--- config.mk ---
export PLATFORM = sky130hd
export DESIGN_NAME = game_timer_ctrl_flat
export DESIGN_NICKNAME = d
export VERILOG_FILES = /design/src/rtl/game_timer_ctrl_if.sv /design/src/rtl/game_timer_ctrl.sv /design/src/flat_wrapper.sv
export SDC_FILE = /design/constraint.sdc
export NUM_CORES = 1
export LEC_CHECK = 0
export BUFFER_PORTS_ARGS = -buffer_cell sky130_fd_sc_hd__buf_2
export CAP_MARGIN = 10
export CORE_ASPECT_RATIO = 0.8
export CORE_MARGIN = 2
export CORE_UTILIZATION = 34
export DETAILED_ROUTE_END_ITERATION = 10
export PLACE_DENSITY_LB_ADDON = 0.25
export SYNTH_ARGS = -nofsm -noshare
export SYNTH_HDL_FRONTEND = slang
export SYNTH_SLANG_ARGS = --single-unit
--- constraint.sdc ---
create_clock -name clk -period 2.8 [get_ports clk]
set_clock_uncertainty 0.05 [all_clocks]
set_input_delay 0.42 -clock clk [delete_from_list [all_inputs] [get_ports clk]]
set_output_delay 0.42 -clock clk [all_outputs]
set_load 0.02 [all_outputs]
--- src/rtl/game_timer_ctrl_if.sv ---
// Control-side bundle of game_timer_ctrl: game/counter inputs and the strobes it drives.
// The master drives the requests and counter status; the slave (the controller) drives the rest.
interface game_timer_ctrl_if;
    logic       start_game;
    logic       pause_req;
    logic       bonus_req;
    logic       timer_tc;
    logic [3:0] count_h;
    logic [3:0] count_m;
    logic       one_sec_en;
    logic       run_en;
    logic       load_n;
    logic       add_time_n;
    logic       time_up;
    logic [2:0] state;
    logic       low_time;

    modport master (
        output start_game, pause_req, bonus_req, timer_tc, count_h, count_m,
        input  one_sec_en, run_en, load_n, add_time_n, time_up, state, low_time
    );

    modport slave (
        input  start_game, pause_req, bonus_req, timer_tc, count_h, count_m,
        output one_sec_en, run_en, load_n, add_time_n, time_up, state, low_time
    );
endinterface

--- src/rtl/game_timer_ctrl.sv ---
// Upstream control for the BCD game-time down counter: 1 s tick, load/bonus strobes, pause, expiry.
// Optional blinking low-time warning is built when TIMER_WARN_EN is defined.
module game_timer_ctrl #(
    parameter int unsigned TICKS_PER_SEC = 31_500_000,
    parameter int unsigned BONUS_MAX     = 3
) (
    input  logic             clk,
    input  logic             reset,
    game_timer_ctrl_if.slave bus
);

    localparam int unsigned PW = (TICKS_PER_SEC > 1) ? $clog2(TICKS_PER_SEC) : 1;
    localparam int unsigned QW = (BONUS_MAX > 0) ? $clog2(BONUS_MAX + 1) : 1;
    localparam logic [PW-1:0] PRESC_LAST = PW'(TICKS_PER_SEC - 1);
    localparam logic [QW-1:0] QUEUE_MAX  = QW'(BONUS_MAX);

    typedef enum logic [2:0] {
        StIdle    = 3'd0,
        StLoad    = 3'd1,
        StRun     = 3'd2,
        StPaused  = 3'd3,
        StExpired = 3'd4
    } state_e;

    state_e          r_state;
    state_e          w_next;
    logic            r_pause_q;
    logic            r_bonus_q;
    logic [PW-1:0]   r_presc;
    logic [QW-1:0]   r_queue;
    logic [QW-1:0]   w_queue_nxt;
    logic            r_one_sec_en;
    logic            r_run_en;
    logic            r_load_n;
    logic            r_add_time_n;
    logic            r_time_up;
    logic            w_pause_edge;
    logic            w_bonus_edge;
    logic            w_run_hold;
    logic            w_tick;
    logic            w_issue;
    logic            w_queue_live;

    assign w_pause_edge = bus.pause_req & ~r_pause_q;
    assign w_bonus_edge = bus.bonus_req & ~r_bonus_q;

    always_comb begin
        w_next = r_state;
        if (bus.start_game) begin
            w_next = StLoad;
        end else begin
            case (r_state)
                StIdle:    w_next = StIdle;
                StLoad:    w_next = StRun;
                StRun: begin
                    if (bus.timer_tc)  w_next = StExpired;
                    else if (w_pause_edge) w_next = StPaused;
                end
                StPaused:  if (w_pause_edge) w_next = StRun;
                StExpired: w_next = StExpired;
                default:   w_next = StIdle;
            endcase
        end
    end

    // Staying in RUN implies no restart, no expiry and no pause this cycle.
    assign w_run_hold = (r_state == StRun) && (w_next == StRun);
    assign w_tick     = w_run_hold && (r_presc == PRESC_LAST);

    // Strobe must not land on a tick cycle or the cycle right after one.
    assign w_issue = w_run_hold && (r_queue != '0) && (bus.count_m <= 4'd6) &&
                     !w_tick && !r_one_sec_en && r_add_time_n;

    assign w_queue_live = (r_state == StRun || r_state == StPaused) &&
                          (w_next == StRun || w_next == StPaused);

    always_comb begin
        w_queue_nxt = '0;
        if (w_queue_live) begin
            w_queue_nxt = r_queue;
            if (w_issue) begin
                if (!w_bonus_edge) w_queue_nxt = r_queue - QW'(1);
            end else if (w_bonus_edge && (r_queue != QUEUE_MAX)) begin
                w_queue_nxt = r_queue + QW'(1);
            end
        end
    end

    always_ff @(posedge clk or posedge reset) begin
        if (reset) begin
            r_state      <= StIdle;
            r_pause_q    <= 1'b0;
            r_bonus_q    <= 1'b0;
            r_presc      <= '0;
            r_queue      <= '0;
            r_one_sec_en <= 1'b0;
            r_run_en     <= 1'b0;
            r_load_n     <= 1'b1;
            r_add_time_n <= 1'b1;
            r_time_up    <= 1'b0;
        end else begin
            r_state      <= w_next;
            r_pause_q    <= bus.pause_req;
            r_bonus_q    <= bus.bonus_req;
            r_queue      <= w_queue_nxt;
            r_one_sec_en <= w_tick;
            r_run_en     <= (w_next == StRun);
            r_load_n     <= (w_next != StLoad);
            r_add_time_n <= !w_issue;
            r_time_up    <= (w_next == StExpired);
            if (w_next == StLoad || w_tick) begin
                r_presc <= '0;
            end else if (w_run_hold) begin
                r_presc <= r_presc + PW'(1);
            end
        end
    end

    assign bus.state      = r_state;
    assign bus.one_sec_en = r_one_sec_en;
    assign bus.run_en     = r_run_en;
    assign bus.load_n     = r_load_n;
    assign bus.add_time_n = r_add_time_n;
    assign bus.time_up    = r_time_up;

`ifdef TIMER_WARN_EN
    localparam int unsigned BLINK_CYC = (TICKS_PER_SEC >= 4) ? TICKS_PER_SEC / 4 : 1;
    localparam int unsigned BW        = (BLINK_CYC > 1) ? $clog2(BLINK_CYC) : 1;
    localparam logic [BW-1:0] BLINK_LAST = BW'(BLINK_CYC - 1);

    logic          r_low_time;
    logic          r_warn_on;
    logic [BW-1:0] r_blink_cnt;
    logic          w_warn;

    assign w_warn = (bus.count_h == 4'd0) && (bus.count_m == 4'd0);

    // Blink phase only advances while running; pause transitions freeze it.
    always_ff @(posedge clk or posedge reset) begin
        if (reset) begin
            r_low_time  <= 1'b0;
            r_warn_on   <= 1'b0;
            r_blink_cnt <= '0;
        end else if (w_run_hold) begin
            if (!w_warn) begin
                r_low_time  <= 1'b0;
                r_warn_on   <= 1'b0;
                r_blink_cnt <= '0;
            end else if (!r_warn_on) begin
                r_low_time  <= 1'b1;
                r_warn_on   <= 1'b1;
                r_blink_cnt <= '0;
            end else if (r_blink_cnt == BLINK_LAST) begin
                r_low_time  <= ~r_low_time;
                r_blink_cnt <= '0;
            end else begin
                r_blink_cnt <= r_blink_cnt + BW'(1);
            end
        end else if (!(w_next == StRun || w_next == StPaused)) begin
            r_low_time  <= 1'b0;
            r_warn_on   <= 1'b0;
            r_blink_cnt <= '0;
        end
    end

    assign bus.low_time = r_low_time;
`else
    assign bus.low_time = 1'b0;
`endif

endmodule

--- src/flat_wrapper.sv ---
// flat-port wrapper written by rule: the top's interface ports become plain ports
module game_timer_ctrl_flat 
#(
    parameter int unsigned TICKS_PER_SEC = 31_500_000,
    parameter int unsigned BONUS_MAX     = 3
)
  (clk, reset, bus_start_game, bus_pause_req, bus_bonus_req, bus_timer_tc, bus_count_h, bus_count_m, bus_one_sec_en, bus_run_en, bus_load_n, bus_add_time_n, bus_time_up, bus_state, bus_low_time);
  game_timer_ctrl_if bus_i ();
  input  logic clk;
  input  logic reset;
  input wire logic [$bits(bus_i.start_game)-1:0] bus_start_game;
  input wire logic [$bits(bus_i.pause_req)-1:0] bus_pause_req;
  input wire logic [$bits(bus_i.bonus_req)-1:0] bus_bonus_req;
  input wire logic [$bits(bus_i.timer_tc)-1:0] bus_timer_tc;
  input wire logic [$bits(bus_i.count_h)-1:0] bus_count_h;
  input wire logic [$bits(bus_i.count_m)-1:0] bus_count_m;
  output wire logic [$bits(bus_i.one_sec_en)-1:0] bus_one_sec_en;
  output wire logic [$bits(bus_i.run_en)-1:0] bus_run_en;
  output wire logic [$bits(bus_i.load_n)-1:0] bus_load_n;
  output wire logic [$bits(bus_i.add_time_n)-1:0] bus_add_time_n;
  output wire logic [$bits(bus_i.time_up)-1:0] bus_time_up;
  output wire logic [$bits(bus_i.state)-1:0] bus_state;
  output wire logic [$bits(bus_i.low_time)-1:0] bus_low_time;
  assign bus_i.start_game = bus_start_game;
  assign bus_i.pause_req = bus_pause_req;
  assign bus_i.bonus_req = bus_bonus_req;
  assign bus_i.timer_tc = bus_timer_tc;
  assign bus_i.count_h = bus_count_h;
  assign bus_i.count_m = bus_count_m;
  assign bus_one_sec_en = bus_i.one_sec_en;
  assign bus_run_en = bus_i.run_en;
  assign bus_load_n = bus_i.load_n;
  assign bus_add_time_n = bus_i.add_time_n;
  assign bus_time_up = bus_i.time_up;
  assign bus_state = bus_i.state;
  assign bus_low_time = bus_i.low_time;
  game_timer_ctrl #(.TICKS_PER_SEC(TICKS_PER_SEC), .BONUS_MAX(BONUS_MAX)) u_core (.clk(clk), .reset(reset), .bus(bus_i));
endmodule
### After elaboration in Yosys (flattened, before gate mapping)

Index checks and enable logic that the tools add are counted.

* eq/ne operators: 13
* add/subtract/negate cells: 3
* reductions and logical operators: 18
* $lt $le $gt $ge: 1
* multiplexer cells: 11
* bitwise operators: 4

Operators with widths (number)
* $mux W25: 2
* $add A25 B1 Y25 const B: 1
* $eq A25 B25 Y1 const B: 1
* $eq A3 B2 Y1 const B: 4
* $mux W3: 4
* $pmux W3 S4: 1
* $logic_and A1 B1 Y1: 9
* $mux W2: 4
* $eq A3 B1 Y1 const B: 2
* $eq A3 B3 Y1 const B: 2
* $le A4 B3 Y1 const B: 1
* $reduce_bool A2 Y1: 2
* $logic_not A1 Y1: 3
* $logic_or A1 B1 Y1: 3
* $ne A3 B1 Y1 const B: 1
* $ne A3 B2 Y1 const B: 1
* $ne A3 B3 Y1 const B: 1
* $add A2 B1 Y2 const B: 1
* $and A1 B1 Y1: 2
* $ne A2 B2 Y1 const B: 1
* $not A1 Y1: 2
* $reduce_and A2 Y1: 1
* $sub A2 B1 Y2 const B: 1

* output and inout port bits: 9
* register bits after elaboration: 37

### Logic depth before layout (Yosys ltp)

Gate-level depths: netlist of run 1.

* depth after elaboration: 15
* mapped depth: 7

### Worst setup path after synthesis of run 1

No wires, ideal clock.

* path type: flip-flop to flip-flop
* from: reg u_core.r_presc[0]
* to: reg u_core.r_queue[0]
* buffers on the path: 0
* library setup time: 0.127 ns
* path slack: 0.854 ns
* cell stages (with the launch flop): 7
* arrival time: 1.769 ns
* data required time: 2.623 ns
* cells stage by stage: dfrtp_1 -> ha_1 -> and4_1 -> and4_1 -> a2111oi_0 -> a211o_1 -> o21ai_0

* cells in the longest elaborated chain, start to end: 8

Ends and longest elaborated chain
* start: declaration: RTL line game_timer_ctrl.sv:29 `logic [PW-1:0] r_presc;`
* start signal: assignment: RTL line game_timer_ctrl.sv:114 `r_presc <= r_presc + PW'(1);`
* $eq A25 B25 Y1 (*): RTL line game_timer_ctrl.sv:68 `assign w_tick = w_run_hold && (r_presc == PRESC_LAST);`
* $logic_and A1 B1 Y1 (*): RTL line game_timer_ctrl.sv:68
* $logic_not A1 Y1 (*): RTL line game_timer_ctrl.sv:72 `!w_tick && !r_one_sec_en && r_add_time_n;`
* $logic_and A1 B1 Y1 (*): RTL line game_timer_ctrl.sv:71 `assign w_issue = w_run_hold && (r_queue != '0) && (bus.count_m <= 4'd6) &&`
* $logic_and A1 B1 Y1 (*) (2 in series): RTL line game_timer_ctrl.sv:72
* $ne A3 B3 Y1 (no line) (tied with other cells)
* $reduce_and A2 Y1 (no line) or $mux W2 (tied branches)
* end signal: assignment: RTL line game_timer_ctrl.sv:105 `r_queue <= w_queue_nxt;`
* end: declaration: RTL line game_timer_ctrl.sv:30 `logic [QW-1:0] r_queue;`

Every way passes the cells marked *; elsewhere a longest branch is shown, timed or not.
A chain may end at the register's enable or synchronous reset.

### Worst setup path after layout of run 1

Same ends and word-level chain as after synthesis.

==> results.sh, run 1 <==
export IMPL_htree_levels=2
export IMPL_critPathKind="flop to flop"
export IMPL_ant_nets=0
export IMPL_viasPerCell=5.07
export IMPL_gp_congestion=0.739
export IMPL_first_iter_violations=67
export IMPL_die_x_um=88.3
export IMPL_mostFrequentLayoutCells="35 x dfrtp_1, 19 x nor2_1, 17 x buf_2"
export IMPL_grt_pass1_wl_um=7150
export IMPL_reg2reg_from="u_core.r_presc[0]"
export IMPL_final_nets=236
export IMPL_clk_pin_slew_worst_paths_ps=80
export IMPL_ir_drop_v=0.000256
export IMPL_power_density_mw_per_mm2=528
export IMPL_syn_to_final_growth_pct=15.9
export IMPL_io_buffers=17
export IMPL_finalMaxSlewViolations=0
export IMPL_grt_ovfl_total=0
export IMPL_track_usage=0.144
export IMPL_grt_max_degree=24
export IMPL_worst_pin_slew_ps=674
export IMPL_synth_flop_cell="dfrtp_1"
export IMPL_cp_start_kind="flop"
export IMPL_post_cts_setup_buffers=0
export IMPL_totalWireLength_um=3970
export IMPL_cts_resized_gates=0
export IMPL_finalPower_w=0.00118
export IMPL_layout_commonest_cell="dfrtp_1"
export IMPL_fin_crit_sh=0.814
export IMPL_synth_seq_cells=37
export IMPL_status="complete, no violations"
export IMPL_clock_fmax_ghz=0.439
export IMPL_ios=23
export IMPL_drt_pass1_iterations=4
export IMPL_root_buffer="clkbuf_8"
export IMPL_ys_seq_area_frac=0.481
export IMPL_synth_nets=217
export IMPL_synth_edff_count=0
export IMPL_clk_path_buf_depth=2
export IMPL_cts_hold_buf=0
export IMPL_end_kind="flop"
export IMPL_dp_hpwl_um=2760
export IMPL_syn_cell_area_mm2=0.00193
export IMPL_die_area_mm2=0.00630
export IMPL_rsz0062_at_grt="no"
export IMPL_avgRoutedWirePerCell_um=13.2
export IMPL_insertion_delay_ps=280
export IMPL_async_flop_share=1.00
export IMPL_drc=0
export IMPL_drv_cap=0
export IMPL_setup_tns_ps=0
export IMPL_p_leak_nw=0.964
export IMPL_r2r_slack_ps=520
export IMPL_synth_cells=202
export IMPL_cts_tree="done"
export IMPL_critical_path_required_ps=2920
export IMPL_r2r_worst_path_cells=6
export IMPL_hp_class="primary input to async pin"
export IMPL_vias=1520
export IMPL_numCtsBuffers=5
export IMPL_cts_sinks=37
export IMPL_start_util=0.353
export IMPL_finalSetupViolCount=0
export IMPL_synth_avg_cell_area_um2=9.56
export IMPL_path_max_fanout=7
export IMPL_grt_pass1_vias=1501
export IMPL_r2r_end="u_core.r_queue[0]"
export IMPL_drive_gt1_frac=0.158
export IMPL_num_antenna_cells=0
export IMPL_cp_arrival_ps=2400
export IMPL_synth_distinct_cells=41
export IMPL_rows=24
export IMPL_core_mm2=0.00547
export IMPL_timing_hold_violations_final=0
export IMPL_dieHeight_um=71.4
export IMPL_ys_warn_count=0
export IMPL_antenna_found_initial=0
export IMPL_slew_headroom=0.539
export IMPL_layout_min_cycle_time_ps=2280
==> power breakdown <==
group | internal [W] | total [W] | switching (W) | leakage (nW)
Combinational | 0.0000264 | 0.0000777 | 0.0000513 | 0.398
Sequential | 0.000546 | 0.000561 | 0.0000148 | 0.498
Clock | 0.000354 | 0.000543 | 0.000189 | 0.0681
Total | 0.000926 | 0.00118 | 0.000255 | 0.964
==> logic make-up (layout without fill, tap and decap cells) <==
group | count (synthesis) | count (layout) | share of synthesized area
AOI/OAI and AO/OA | 37 | 37 | 0.113
buffers and inverters | 15 | 35 | 0.0324
muxes | 1 | 1 | 0.00518
xor gates and xnor gates | 14 | 14 | 0.0635
other | 1 | 1 | 0.00194
and+or+nand+nor | 96 | 96 | 0.297
DFF | 37 | 37 | 0.481
adders and majority gates | 1 | 1 | 0.00648
==> synthesized netlist by cell type, types with 5 or more instances <==
cell type   n  share of area
dfrtp_1    35           0.45
inv_1       6          0.012
nand4_1    12          0.039
nand2_1    10          0.019
nor3_1      5          0.013
and2_1      5          0.016
a21oi_1    14          0.036
or3_1       9          0.029
xor2_1     12          0.054
o21ai_0    12          0.031
clkbuf_1    5         0.0097
nand3_1     8          0.021
nor2_1     19          0.037
and3_1      6          0.019
and4_1     10          0.045
==> metal layers <==
metal | wire [µm] | vias up | part of all wire | GRT usage
met5 | 0 | - | 0 | 0
met4 | 27 | 0 | 0.0068 | 0.0505
met3 | 187 | 2 | 0.047 | 0.0357
met2 | 1640 | 30 | 0.41 | 0.195
met1 | 2110 | 717 | 0.53 | 0.222
li1 | - | 771 | - | -
==> how the worst max path moves through the flow <==
stage	from	end	slack, ps	cells past startpoint
after floorplan	u_core.r_presc[0]	u_core.r_queue[0]	850	6
final	u_core.r_presc[0]	u_core.r_queue[0]	520	6
after global routing	u_core.r_presc[0]	u_core.r_queue[0]	410	6
after global placement	u_core.r_presc[0]	u_core.r_queue[0]	580	6
after CTS	u_core.bus.state[0]	u_core.r_presc[24]	550	6
after detailed placement	u_core.bus.state[0]	u_core.r_presc[22]	570	6
==> worst max-delay path, cell delays in order, from the launching register on <==
cell and delay, ps:
dfrtp_1 450, ha_1 300, and4_1 260, and4_1 240, a2111oi_0 630, a211o_1 160, o21ai_0 70
==> layout make-up <==
class,count,area [µm²]
clock inverter,3,65.1
clock buffer,5,68.8
timing repair buffer,21,115
multi-input combinational,150,940
fill,576,3230
tap,78,97.6
sequential,37,928
inverter,6,22.5
==> metrics by stage <==
stage / std cells / worst slack, ps / utilization / area [µm²] / hold slack [ps]
final: 300 / 522 / 0.409 / 2240 / 123
after global routing: 300 / 405 / 0.409 / 2240 / 162
after CTS: 300 / 551 / 0.409 / 2240 / 134
after detailed placement: 292 / 571 / 0.385 / 2100 / 452
after global placement: 292 / 580 / 0.385 / 2100 / 451
after floorplan: 202 / 854 / - / 1930 / 401
==> sequential cells by signal, indices dropped and copies added (netlist names) <==
| signal | flops |
|---|---|
| u_core.r_pause_q | 1 |
| u_core.bus.add_time_n | 1 |
| u_core.bus.time_up | 1 |
| u_core.r_queue | 2 |
| u_core.r_presc | 25 |
| u_core.bus.state | 3 |
| u_core.bus.load_n | 1 |
| u_core.r_bonus_q | 1 |
| u_core.bus.one_sec_en | 1 |
| u_core.bus.run_en | 1 |
Note: power is estimated with default switching activity, not from simulation.
==> inputs of run 2 (changes only) <==
Clock period 2.8 ns to 2 ns, I/O delays scaled along.
==> run 2 against run 1 <==
Effect of this change: die area unchanged; setup slack worse by 430 ps; first-iteration DRC count down 1.5%; flip-flop and latch count unchanged; via count up 6.0%; hold slack worse by 80 ps; clock power up 27%; total power up 37%; cell count up 6.0%; register-to-register slack worse by 430 ps; combinational power up 94%; final area up 7.9%; critical endpoint is now u_core.r_presc[22]; highest routed layer unchanged.
==> results.sh, run 2 (synthesized netlist as in run 1, its figures left out) <==
export IMPL_cp_arrival_ps=2080
export IMPL_ios=23
export IMPL_antenna_found_initial=0
export IMPL_ant_nets=0
export IMPL_layout_min_cycle_time_ps=1900
export IMPL_grt_ovfl_total=0
export IMPL_mostFrequentLayoutCells="35 x dfrtp_1, 19 x nor2_1, 19 x buf_4"
export IMPL_ir_drop_v=0.000213
export IMPL_totalWireLength_um=4280
export IMPL_root_buffer="clkbuf_8"
export IMPL_clk_path_buf_depth=2
export IMPL_io_buffers=17
export IMPL_drv_cap=0
export IMPL_dp_hpwl_um=2880
export IMPL_setup_tns_ps=0
export IMPL_htree_levels=2
export IMPL_swShare=0.236
export IMPL_cts_tree="done"
export IMPL_p_leak_nw=1.06
export IMPL_p_switching_w=0.000382
export IMPL_die_x_um=88.3
export IMPL_intPower_w=0.00123
export IMPL_finalMaxSlewViolations=0
export IMPL_grt_pass1_wl_um=7150
export IMPL_p_seq_frac=0.479
export IMPL_syn_to_final_growth_pct=25.0
export IMPL_clock_fmax_ghz=0.525
export IMPL_combPwrFrac=0.093
export IMPL_num_antenna_cells=0
export IMPL_layout_commonest_cell="dfrtp_1"
export IMPL_grt_pass1_vias=1546
export IMPL_critical_path_required_ps=2180
export IMPL_timing_hold_violations_final=0
export IMPL_status="complete, no violations"
export IMPL_start_util=0.353
export IMPL_dieHeight_um=71.4
export IMPL_cp_start_kind="flop"
export IMPL_cts_sinks=37
export IMPL_fin_ws_ps=96.8
export IMPL_stdcell_count=318
export IMPL_drc=0
export IMPL_insertion_delay_ps=300
export IMPL_die_area_mm2=0.00630
export IMPL_r2r_worst_path_cells=6
export IMPL_gp_congestion=0.728
export IMPL_dp_cells=306
export IMPL_vias=1611
export IMPL_power_density_mw_per_mm2=669
export IMPL_top_register="u_core.r_presc"
export IMPL_critPathKind="flop to flop"
export IMPL_finalSetupViolCount=0
export IMPL_core_mm2=0.00547
export IMPL_rsz0062_at_grt="no"
export IMPL_grt_max_degree=38
export IMPL_largest_register_ffs=25
export IMPL_pwr_share_clk=0.428
export IMPL_path_max_fanout=8
export IMPL_fin_crit_sh=0.952
export IMPL_place_ws_ps=6.05
export IMPL_viasPerCell=5.07
export IMPL_cts_hold_buf=0
export IMPL_end_kind="flop"
export IMPL_numCtsBuffers=5
export IMPL_drt_pass1_iterations=4
export IMPL_drive_gt1_frac=0.229
export IMPL_track_usage=0.147
export IMPL_first_iter_violations=66
export IMPL_final_nets=254
export IMPL_rows=24
export IMPL_avgRoutedWirePerCell_um=13.5
export IMPL_clk_pin_slew_worst_paths_ps=80
export IMPL_hp_class="primary input to async pin"
[run 2: cell count changes in the layout (fill, tap and decap cells not counted), sizes merged]
| cell | delta |
|---|---|
| bufinv | -1 |
| clkinv | -1 |
| buf | +18 |
| clkbuf | +2 |
[run 2: final timing paths]
check,start,end,slack (ps)
max,u_core.bus.state[2],u_core.r_presc[22],100
min,reset,u_core.r_queue[1],40
max reg2reg,u_core.bus.state[2],u_core.r_presc[22],100
min reg2reg,u_core.r_presc[24],u_core.r_presc[24],510
max in group asynchronous,reset,u_core.bus.add_time_n,1500
min in group clk,bus_bonus_req,u_core.r_bonus_q,60
[run 2: repair_timing]
action                     CTS  global route
gates resized for setup      0            11
setup endpoints to repair    0            17
buffers inserted             0             5
[run 2: cell type report]
type	instances	area, µm²
Fill cell	552	3050
Multi-Input combinational cell	150	978
Sequential cell	37	928
Timing Repair Buffer	39	270
Tap cell	78	97.6
Clock buffer	7	86.3
Clock inverter	1	30.0
Inverter	6	22.5
[run 2: per-stage QoR]
stage          hold WS (ps)  instance area [µm²]  utilization  total power, W
2_1_floorplan           281                 1930            -        0.000870
3_3_place_gp            371                 2220        0.406        0.000933
3_5_place_dp            371                 2220        0.406        0.000933
4_1_cts                59.1                 2340        0.428         0.00162
5_1_grt                42.8                 2410        0.442         0.00169
6_report               42.5                 2410        0.442         0.00161
[run 2: power by group through the flow]
stage / combinational [W] / sequential (W) / clock (W)
floorplan: 0.0000666 / 0.000804 / 0
global placement: 0.000146 / 0.000787 / 0
detailed placement: 0.000146 / 0.000787 / 0
CTS: 0.000148 / 0.000773 / 0.000703
global route: 0.000167 / 0.000775 / 0.000747
finish: 0.000151 / 0.000773 / 0.000690
[run 2: worst max-delay path, stage by stage, from the launching register on]
cell     delay, ps
dfrtp_1        420
nor4b_4        330
a21o_4         210
nand4_1        150
buf_6          190
or3_1          330
a21oi_1        140
[run 2: metal layers]
| metal | global-route usage | part of all wire |
|---|---|---|
| met5 | 0 | 0 |
| met4 | 0.0623 | 0.013 |
| met3 | 0.0415 | 0.046 |
| met2 | 0.201 | 0.42 |
| met1 | 0.218 | 0.52 |
==> inputs of run 3 (changes only) <==
Settings changed: ABC_AREA set to 1.
==> run 3 against run 2 <==
Effect of this change: die area up 16%; cell count up 38%; via count up 31%; flip-flop and latch count unchanged; critical path type unchanged; sequential power up 1%; critical path depth up 5; largest cell class unchanged; synthesized cell count up 59%; register-to-register slack better by 80 ps; area after synthesis up 17%; routed wire length up 31%; non-clock buffer count down 10.
==> results.sh, run 3 <==
export IMPL_status="complete, no violations"
export IMPL_dieHeight_um=76.8
export IMPL_start_util=0.351
export IMPL_num_antenna_cells=0
export IMPL_pwr_share_clk=0.453
export IMPL_crit_path_top_delay_cell="dfrtp_1"
export IMPL_synth_fa_ha_area_frac=0.00556
export IMPL_r2r_end="u_core.r_presc[9]"
export IMPL_cp_buffers_inverters=2
export IMPL_end_kind="flop"
export IMPL_cts_hold_buf=0
export IMPL_rsz0062_at_grt="no"
export IMPL_grt_pass1_wl_um=9130
export IMPL_crit_start="u_core.r_presc[19]"
export IMPL_hp_class="primary input to async pin"
export IMPL_synth_seq_cells=37
export IMPL_synth_compound_area_frac=0.0768
export IMPL_final_area_mm2=0.00265
export IMPL_avgRoutedWirePerCell_um=12.8
export IMPL_max_stage_delay_ps=420
export IMPL_reg2reg_from="u_core.r_presc[19]"
export IMPL_antenna_found_initial=0
export IMPL_r2r_slack_ps=180
export IMPL_combPwrFrac=0.092
export IMPL_root_buffer="clkbuf_8"
export IMPL_netlist_top_cells_count="84 x nand2_1, 46 x nor2_1, 42 x inv_1, 35 x dfrtp_1, 29 x nand3_1"
export IMPL_cp_arrival_ps=1950
export IMPL_htree_levels=2
export IMPL_die_area_mm2=0.00729
export IMPL_rows=26
export IMPL_vias=2113
export IMPL_timing_hold_violations_final=0
export IMPL_io_buffers=17
export IMPL_path_max_fanout=19
export IMPL_viasPerCell=4.82
export IMPL_synth_avg_cell_area_um2=6.99
export IMPL_ir_drop_v=0.000366
export IMPL_synth_flop_cell="dfrtp_1"
export IMPL_ios=23
export IMPL_cp_top_family="simple AND/OR/NAND/NOR gates"
export IMPL_layout_min_cycle_time_ps=1820
export IMPL_cp_start_kind="flop"
export IMPL_cts_sinks=37
export IMPL_p_switching_w=0.000402
export IMPL_layout_commonest_cell="nand2_1"
export IMPL_ys_seq_area_frac=0.413
export IMPL_drv_cap=0
export IMPL_met2RoutedLength_um=2180
export IMPL_met1_length_um=3090
export IMPL_finalPower_w=0.00172
export IMPL_setup_tns_ps=0
export IMPL_synth_distinct_cells=31
export IMPL_wl_met3_um=293
export IMPL_placed_area_mm2=0.00249
export IMPL_synth_nets=337
export IMPL_critPathKind="flop to flop"
export IMPL_drive_gt1_frac=0.150
export IMPL_async_flop_share=1.00
export IMPL_holdWs_ps=60.1
export IMPL_first_iter_violations=122
export IMPL_drc=0
export IMPL_synthMuxAreaShare=0
export IMPL_finalSetupViolCount=0
export IMPL_grt_pass1_vias=1823
export IMPL_r2r_worst_path_cells=11
export IMPL_yosys_area_top_type_share=0.389
export IMPL_mostFrequentLayoutCells="84 x nand2_1, 46 x nor2_1, 42 x inv_1"
export IMPL_power_density_mw_per_mm2=649
export IMPL_p_seq_frac=0.455
export IMPL_numCtsBuffers=5
export IMPL_grt_max_degree=38
export IMPL_clk_pin_slew_worst_paths_ps=80
export IMPL_synth_xor_area_frac=0.0195
export IMPL_core_mm2=0.00641
export IMPL_fin_crit_sh=0.910
export IMPL_grt_ovfl_total=0
export IMPL_track_usage=0.163
export IMPL_largest_register_ffs=25
export IMPL_drt_pass1_iterations=4
export IMPL_syn_to_final_growth_pct=17.6
export IMPL_swShare=0.234
export IMPL_syn_cell_area_mm2=0.00225
export IMPL_synth_top_family_by_area="simple AND/OR/NAND/NOR gates"
export IMPL_intPower_w=0.00132
export IMPL_synth_largest_area_cell="dfrtp_1"
export IMPL_worstPathCellList="inv_1 > nand2_1 > nor2_1 > nand2_1 > nor2_1 > nand2_2 > nor2_4 > nor2_4 > buf_12 > nand4_1 > o21ai_0"
export IMPL_clock_fmax_ghz=0.549
export IMPL_routed_top_layer="met4"
export IMPL_utilization=0.413
export IMPL_top_register="u_core.r_presc"
export IMPL_p_leak_nw=1.26
export IMPL_totalWireLength_um=5620
export IMPL_clk_path_buf_depth=2
export IMPL_synth_most_common_cell="nand2_1"
export IMPL_insertion_delay_ps=290
export IMPL_synth_cells=322
export IMPL_die_x_um=94.9
export IMPL_ys_warn_count=0
export IMPL_final_nets=368
export IMPL_ant_nets=0
export IMPL_cts_tree="done"
export IMPL_synthSimpleGateAreaFrac=0.391
export IMPL_yosys_top_cells_area="dfrtp_1 39%, nand2_1 14%, nor2_1 7.7%, inv_1 7.0%, nand3_1 6.5%"
export IMPL_gp_congestion=0.928
export IMPL_endpoint="u_core.r_presc[9]"
export IMPL_synth_edff_count=0
export IMPL_dp_hpwl_um=4250
export IMPL_critical_path_cell_count=11
export IMPL_finalMaxSlewViolations=0
export IMPL_critical_path_required_ps=2130
run 3: final cells by class:
type / count / area, µm²
multi-input cells: 234 / 1120
well taps: 84 / 105
flip-flops and latches: 37 / 928
repair buffers: 29 / 188
clock inverters: 3 / 65.1
inverters: 46 / 173
fillers: 659 / 3760
clock buffers: 5 / 68.8
run 3: cell families (layout without fill, tap and decap cells):
| logic type | count (synthesis) | after routing |
|---|---|---|
| simple gates | 195 | 195 |
| buf+inv | 51 | 83 |
| flops | 37 | 37 |
| compound gates | 32 | 32 |
| xor+xnor | 5 | 5 |
| fa+ha+maj | 1 | 1 |
| other cells | 1 | 1 |
run 3: per-layer routing:
layer  track usage  vias up
li1              -     1101
met4        0.0478        0
met5             0        -
met1         0.267      942
met2         0.209       63
met3        0.0324        7
run 3: power by group through the flow:
stage | combinational, W | clock (W) | sequential, W
after floorplan | 0.0000907 | 0 | 0.000805
after global placement | 0.000155 | 0 | 0.000796
after global routing | 0.000183 | 0.000825 | 0.000784
after CTS | 0.000156 | 0.000792 | 0.000781
final | 0.000159 | 0.000778 | 0.000781
after detailed placement | 0.000156 | 0 | 0.000796
run 3: worst min-delay path by stage:
stage,start,to,cells past startpoint
global route,bus_bonus_req,u_core.r_bonus_q,1
CTS,bus_bonus_req,u_core.r_bonus_q,1
finish,reset,u_core.r_presc[20],3
global placement,bus_bonus_req,u_core.r_bonus_q,1
detailed placement,bus_bonus_req,u_core.r_bonus_q,1
floorplan,bus_bonus_req,u_core.r_bonus_q,0
run 3: what timing repair did:
action	4_1_cts	5_1_grt
setup endpoints to repair	0	3
hold endpoints to repair	0	0
buffers inserted	0	1
resized for setup	0	1
run 3: per-stage QoR:
step	worst slack, ps	instances
CTS	164	437
global placement	154	429
finish	179	438
global route	17.5	438
floorplan	298	322
detailed placement	180	429
run 3: worst register-to-register path: stages (launching register included):
cell and delay, ps:
dfrtp_1 420, inv_1 120, nand2_1 100, nor2_1 120, nand2_1 70, nor2_1 210
nand2_2 130, nor2_4 150, nor2_4 60, buf_12 150, nand4_1 70, o21ai_0 80
